===== src/rtl/rf_wb_pkg.sv =====
// Shared FSM state type and default widths for the register-file write-back arbiter.
package rf_wb_pkg;

    localparam int ADDR_W_DEF = 5;
    localparam int DATA_W_DEF = 32;

    typedef enum logic {
        ST_CLEAR = 1'b0,
        ST_RUN   = 1'b1
    } state_t;

endpackage


===== src/rtl/rf_wb_arbiter_if.sv =====
// Two-requester write-back request bundle: requesters drive valid/addr/data and hold them
// until the arbiter returns ready in the same cycle.
interface rf_wb_arbiter_if
    import rf_wb_pkg::*;
#(
    parameter int ADDR_W = ADDR_W_DEF,
    parameter int DATA_W = DATA_W_DEF
) ();

    logic              req0_valid;
    logic              req0_ready;
    logic [ADDR_W-1:0] req0_addr;
    logic [DATA_W-1:0] req0_data;
    logic              req1_valid;
    logic              req1_ready;
    logic [ADDR_W-1:0] req1_addr;
    logic [DATA_W-1:0] req1_data;

    modport master (
        output req0_valid, req0_addr, req0_data,
        output req1_valid, req1_addr, req1_data,
        input  req0_ready, req1_ready
    );

    modport slave (
        input  req0_valid, req0_addr, req0_data,
        input  req1_valid, req1_addr, req1_data,
        output req0_ready, req1_ready
    );

endinterface


===== src/rtl/rf_wb_arbiter_rr_arb2.sv =====
// Two-way round-robin grant; ready is combinational from valid, zero while disabled or in reset.
// On a tie the requester not granted last wins; last_grant only moves on an accepted transfer.
module rr_arb2 (
    input  logic           clk,
    input  logic           rst_n,
    input  logic           en,
    rf_wb_arbiter_if.slave req,
    output logic           gnt0,
    output logic           gnt1
);

    // 1 means requester 1 holds the most recent grant, so requester 0 wins the first tie.
    logic last_grant;

    always_comb begin
        gnt0 = 1'b0;
        gnt1 = 1'b0;
        if (en) begin
            if (req.req0_valid && req.req1_valid) begin
                gnt0 = last_grant;
                gnt1 = !last_grant;
            end else begin
                gnt0 = req.req0_valid;
                gnt1 = req.req1_valid;
            end
        end
    end

    assign req.req0_ready = gnt0 && rst_n;
    assign req.req1_ready = gnt1 && rst_n;

    always_ff @(posedge clk or negedge rst_n) begin
        if (!rst_n) begin
            last_grant <= 1'b1;
        end else if (gnt0) begin
            last_grant <= 1'b0;
        end else if (gnt1) begin
            last_grant <= 1'b1;
        end
    end

endmodule


===== src/rtl/rf_wb_arbiter.sv =====
// Arbitrates two write-back requesters onto one register-file write port; accepted writes appear
// one cycle after the handshake. RF_WB_CLEAR_EN adds a post-reset sweep zeroing registers 1..max.
module rf_wb_arbiter
    import rf_wb_pkg::*;
#(
    parameter int ADDR_W = ADDR_W_DEF,
    parameter int DATA_W = DATA_W_DEF
) (
    input  logic              clk_i,
    input  logic              rst_ni,
    input  logic              req0_valid_i,
    output logic              req0_ready_o,
    input  logic [ADDR_W-1:0] req0_addr_i,
    input  logic [DATA_W-1:0] req0_data_i,
    input  logic              req1_valid_i,
    output logic              req1_ready_o,
    input  logic [ADDR_W-1:0] req1_addr_i,
    input  logic [DATA_W-1:0] req1_data_i,
    output logic              rf_we_o,
    output logic [ADDR_W-1:0] rf_waddr_o,
    output logic [DATA_W-1:0] rf_wdata_o,
    output logic              busy_o
);

    rf_wb_arbiter_if #(.ADDR_W(ADDR_W), .DATA_W(DATA_W)) req_bus ();

    assign req_bus.req0_valid = req0_valid_i;
    assign req_bus.req0_addr  = req0_addr_i;
    assign req_bus.req0_data  = req0_data_i;
    assign req_bus.req1_valid = req1_valid_i;
    assign req_bus.req1_addr  = req1_addr_i;
    assign req_bus.req1_data  = req1_data_i;
    assign req0_ready_o       = req_bus.req0_ready;
    assign req1_ready_o       = req_bus.req1_ready;

    logic              clr_state;
    logic              run_state;
    logic [ADDR_W-1:0] clr_addr;
    logic              gnt0;
    logic              gnt1;
    logic [ADDR_W-1:0] acc_addr;
    logic [DATA_W-1:0] acc_data;
    logic              we_q;
    logic [ADDR_W-1:0] waddr_q;
    logic [DATA_W-1:0] wdata_q;

`ifdef RF_WB_CLEAR_EN
    state_t            state_q;
    state_t            state_d;
    logic [ADDR_W-1:0] clr_cnt_q;
    logic [ADDR_W-1:0] clr_cnt_d;

    always_ff @(posedge clk_i or negedge rst_ni) begin
        if (!rst_ni) begin
            state_q   <= ST_CLEAR;
            clr_cnt_q <= ADDR_W'(1);
        end else begin
            state_q   <= state_d;
            clr_cnt_q <= clr_cnt_d;
        end
    end

    // Address 0 is hard-wired, so the sweep covers 1..max and leaves RUN only via reset.
    always_comb begin
        state_d   = state_q;
        clr_cnt_d = clr_cnt_q;
        case (state_q)
            ST_CLEAR: begin
                if (clr_cnt_q == {ADDR_W{1'b1}}) begin
                    state_d = ST_RUN;
                end else begin
                    clr_cnt_d = clr_cnt_q + ADDR_W'(1);
                end
            end
            default: begin
                state_d = ST_RUN;
            end
        endcase
    end

    assign clr_state = (state_q == ST_CLEAR);
    assign run_state = (state_q == ST_RUN);
    assign clr_addr  = clr_cnt_q;
`else
    assign clr_state = 1'b0;
    assign run_state = 1'b1;
    assign clr_addr  = '0;
`endif

    rr_arb2 u_arb (
        .clk   (clk_i),
        .rst_n (rst_ni),
        .en    (run_state),
        .req   (req_bus),
        .gnt0  (gnt0),
        .gnt1  (gnt1)
    );

    assign acc_addr = gnt1 ? req_bus.req1_addr : req_bus.req0_addr;
    assign acc_data = gnt1 ? req_bus.req1_data : req_bus.req0_data;

    // During the sweep the registers track the clear write so the last swept address is held in RUN.
    always_ff @(posedge clk_i or negedge rst_ni) begin
        if (!rst_ni) begin
            we_q    <= 1'b0;
            waddr_q <= '0;
            wdata_q <= '0;
        end else if (clr_state) begin
            we_q    <= 1'b0;
            waddr_q <= clr_addr;
            wdata_q <= '0;
        end else if (gnt0 || gnt1) begin
            we_q    <= (acc_addr != '0);
            waddr_q <= acc_addr;
            wdata_q <= acc_data;
        end else begin
            we_q    <= 1'b0;
        end
    end

    // Clear writes bypass the registers so they start in the first cycle after reset release.
    assign busy_o     = clr_state && rst_ni;
    assign rf_we_o    = busy_o ? 1'b1 : we_q;
    assign rf_waddr_o = busy_o ? clr_addr : waddr_q;
    assign rf_wdata_o = busy_o ? '0 : wdata_q;

endmodule


===== config.mk =====
export PLATFORM = sky130hd
export DESIGN_NAME = rf_wb_arbiter
export DESIGN_NICKNAME = d
export VERILOG_FILES = /design/src/rtl/rf_wb_pkg.sv /design/src/rtl/rf_wb_arbiter_if.sv /design/src/rtl/rf_wb_arbiter_rr_arb2.sv /design/src/rtl/rf_wb_arbiter.sv
export SDC_FILE = /design/constraint.sdc
export NUM_CORES = 1
export LEC_CHECK = 0
export ABC_AREA = 1
export CORE_ASPECT_RATIO = 0.9
export CORE_MARGIN = 2
export CORE_UTILIZATION = 39
export DETAILED_ROUTE_END_ITERATION = 8
export PLACE_DENSITY = 0.95
export SLEW_MARGIN = 25
export SYNTH_ARGS = -nofsm -noshare
export SYNTH_HDL_FRONTEND = slang
export SYNTH_HIERARCHICAL = 1
export SYNTH_SLANG_ARGS = --single-unit

===== constraint.sdc =====
create_clock -name clk_i -period 2.4 [get_ports clk_i]
set_input_delay 0.48 -clock clk_i [delete_from_list [all_inputs] [get_ports clk_i]]
set_output_delay 0.48 -clock clk_i [all_outputs]
set_load 0.005 [all_outputs]

==> impl_metrics.py <==
metrics = {
    "global_route": {
        "grt-ovfl-total": 0,
        "grt_pass1_vias": 2023,
        "grt_pass1_wl_um": 9010,
        "grt.total_usage_pct": 20.9,
        "antenna_found_initial": 0,
        "grt_max_degree": 44,
    },
    "timing": {
        "report.final.slew_viol_count": 0,
        "fin_ws_ns": 0.178,
        "min_period_ns": 2.22,
        "rsz0062_at_grt": "false",
        "hold_ws_ns": 0.255,
        "setup_violations": 0,
        "timing.fmax_mhz": 450,
        "setup-tns-final_ns": 0,
        "finClkSkew_ns": 0.00284,
        "finalHoldViolations": 0,
        "finalCritPeriodShare_pct": 92.6,
    },
    "synthesis": {
        "yosysSeqAreaShare_pct": 53.0,
        "synth_edf_count": 0,
        "async_reset_ff_share_pct": 100,
        "yosysMostFrequentCell": "nand2_1",
        "ys_warn_count": 6,
        "syn-mean-instance-area_um2": 7.74,
        "synthFlopType": "dfrtp_1",
        "syn_area_um2": 1840,
        "synth_top_cells_by_area": "dfrtp_1 52%, nand3_1 18%, nand2_1 18%",
        "yosysTopAreaCell": "dfrtp_1",
        "synth.top_cell.area_share_pct": 51.6,
        "synth_commonest_cells": "86 x nand2_1, 66 x nand3_1, 38 x dfrtp_1",
        "syn_inst": 238,
        "synth_seq_cells": 39,
        "yosysUniqueCellTypes": 15,
    },
    "worst_setup_path": {
        "r2r_cells": 7,
        "reg2reg_to": "rf_waddr_o[0]",
        "crit_fanout": 3,
        "criticalPathCategory": "in -> out",
        "r2r-start": "u_arb/last_grant",
        "cp-start-kind": "primary input",
        "cp.arrival_ns": 1.74,
        "endpoint_kind": "primary output",
        "rrSetupSlack_ns": 0.80,
        "required_ns": 1.92,
    },
    "clock_tree": {
        "holdBufCountCts": 0,
        "cts_buffers": 5,
        "clkSinkCount": 39,
        "cts_tree": "yes",
        "clk_pin_slew_ns": 0.07,
        "cts_setup_buffers": 0,
        "cts_root_buf": "clkbuf_8",
        "post_cts_resized": 0,
        "cts_buffer_depth": 2,
        "clkLatencyLatePin_ns": 0.28,
        "cts_max_level": 2,
    },
    "floorplan": {
        "row_count": 23,
        "dieArea_um2": 5290,
        "io_pins": 119,
        "fp.dieW_um": 76.5,
        "start_util_pct": 41.1,
        "core_area_um2": 4490,
        "dieHeight_um": 69.2,
    },
    "drt": {
        "first_pass_iters": 4,
        "vias": 2006,
        "drc": 0,
        "drt_iter0_markers": 107,
        "via_per_inst": 4.80,
        "wl_per_cell_um": 13.0,
        "drt_wl_total_um": 5430,
        "antenna_left": 0,
    },
    "placed_design": {
        "numPortBuffers": 117,
        "globalplace.congestion": 0.804,
        "dpl_worst_slack_ns": 0.178,
        "dp_hpwl_um": 4100,
    },
    "final_layout": {
        "drive_gt1_share_pct": 6.46,
        "fillers": 374,
        "final_util_pct": 71.0,
        "area_growth_pct": 72.9,
        "nNetsFinal": 433,
        "num_antenna_cells": 0,
    },
    "pwr": {
        "powerDensity_nw_per_um2": 614,
        "ir_drop_uv": 327,
        "leakagePower_nw": 1.46,
    },
    "outcome": {
        "outcome": "finished clean",
    },
    "job": {
        "drv_cap": 0,
    },
    "worst_hold_path": {
        "hp-class": "in -> async",
    },
}
[where the power goes]
part / internal [mW] / leakage [nW] / switching [mW]
registers: 0.782 / 0.479 / 0.0633
clock network: 0.262 / 0.0515 / 0.214
logic: 0.396 / 0.934 / 0.239
[state kept, by name, indices dropped and copies added (netlist names)]
register	flops
rf_wdata_o	32
u_arb/last_grant	1
rf_waddr_o	5
rf_we_o	1
[cells in the final DEF, fill, tap and decap left out, drive strengths merged]
cell type and n:
o21ai 7, clkdlybuf4s50 116, nand3 66, nand2 88, clkbuf 8, dfrtp 38
dfstp 1, inv 15, buf 8, nor2 5, conb 4
[cell families after synthesis]
kind of cell	after synthesis	synth area share [%]
AO/OA/AOI/OAI	7	1.90
buffers and inverters	31	7.26
flip-flops	39	53.0
other	2	0.407
AND/OR/NAND/NOR	159	37.4
[critical path: stages]
cell,delay [ns]
clkdlybuf4s50_1,0.48
nand2_1,0.06
inv_2,0.06
nand2_2,0.07
nor2_2,0.08
clkdlybuf4s50_1,0.50
[routing by layer]
layer	vias to the layer above	global-route usage, %	wire length, um
met5	-	0	0
met4	0	8.69	163
met3	17	6.64	445
met2	84	37.0	2710
met1	920	23.3	2110
li1	985	-	-
[worst max-delay path by stage]
stage | to | start | slack, ns
finish | req0_ready_o | req0_valid_i | 0.18
global route | req0_ready_o | req0_valid_i | 0.1
CTS | req0_ready_o | req0_valid_i | 0.17
detailed placement | req0_ready_o | req0_valid_i | 0.18
global placement | req0_ready_o | req0_valid_i | 0.23
floorplan | rf_wdata_o[10] | u_arb/last_grant | 1.02
[stage by stage]
stage | cells | area [um^2] | total power, mW
after floorplan | 240 | 1850 | 1.05
after global placement | 410 | 3090 | 1.48
after detailed placement | 410 | 3090 | 1.50
after CTS | 418 | 3190 | 1.98
after global routing | 418 | 3190 | 2.07
final | 418 | 3190 | 1.96
[cell type report]
type	instances	area (um^2)	share of cell area, %
repair buffers	124	1230	38.6
flip-flops and latches	39	977	30.7
multi-input cells	170	744	23.4
clock buffers	8	100	3.14
well taps	62	77.6	2.43
inverters	15	56.3	1.77
(Power assumes the default switching activity.)
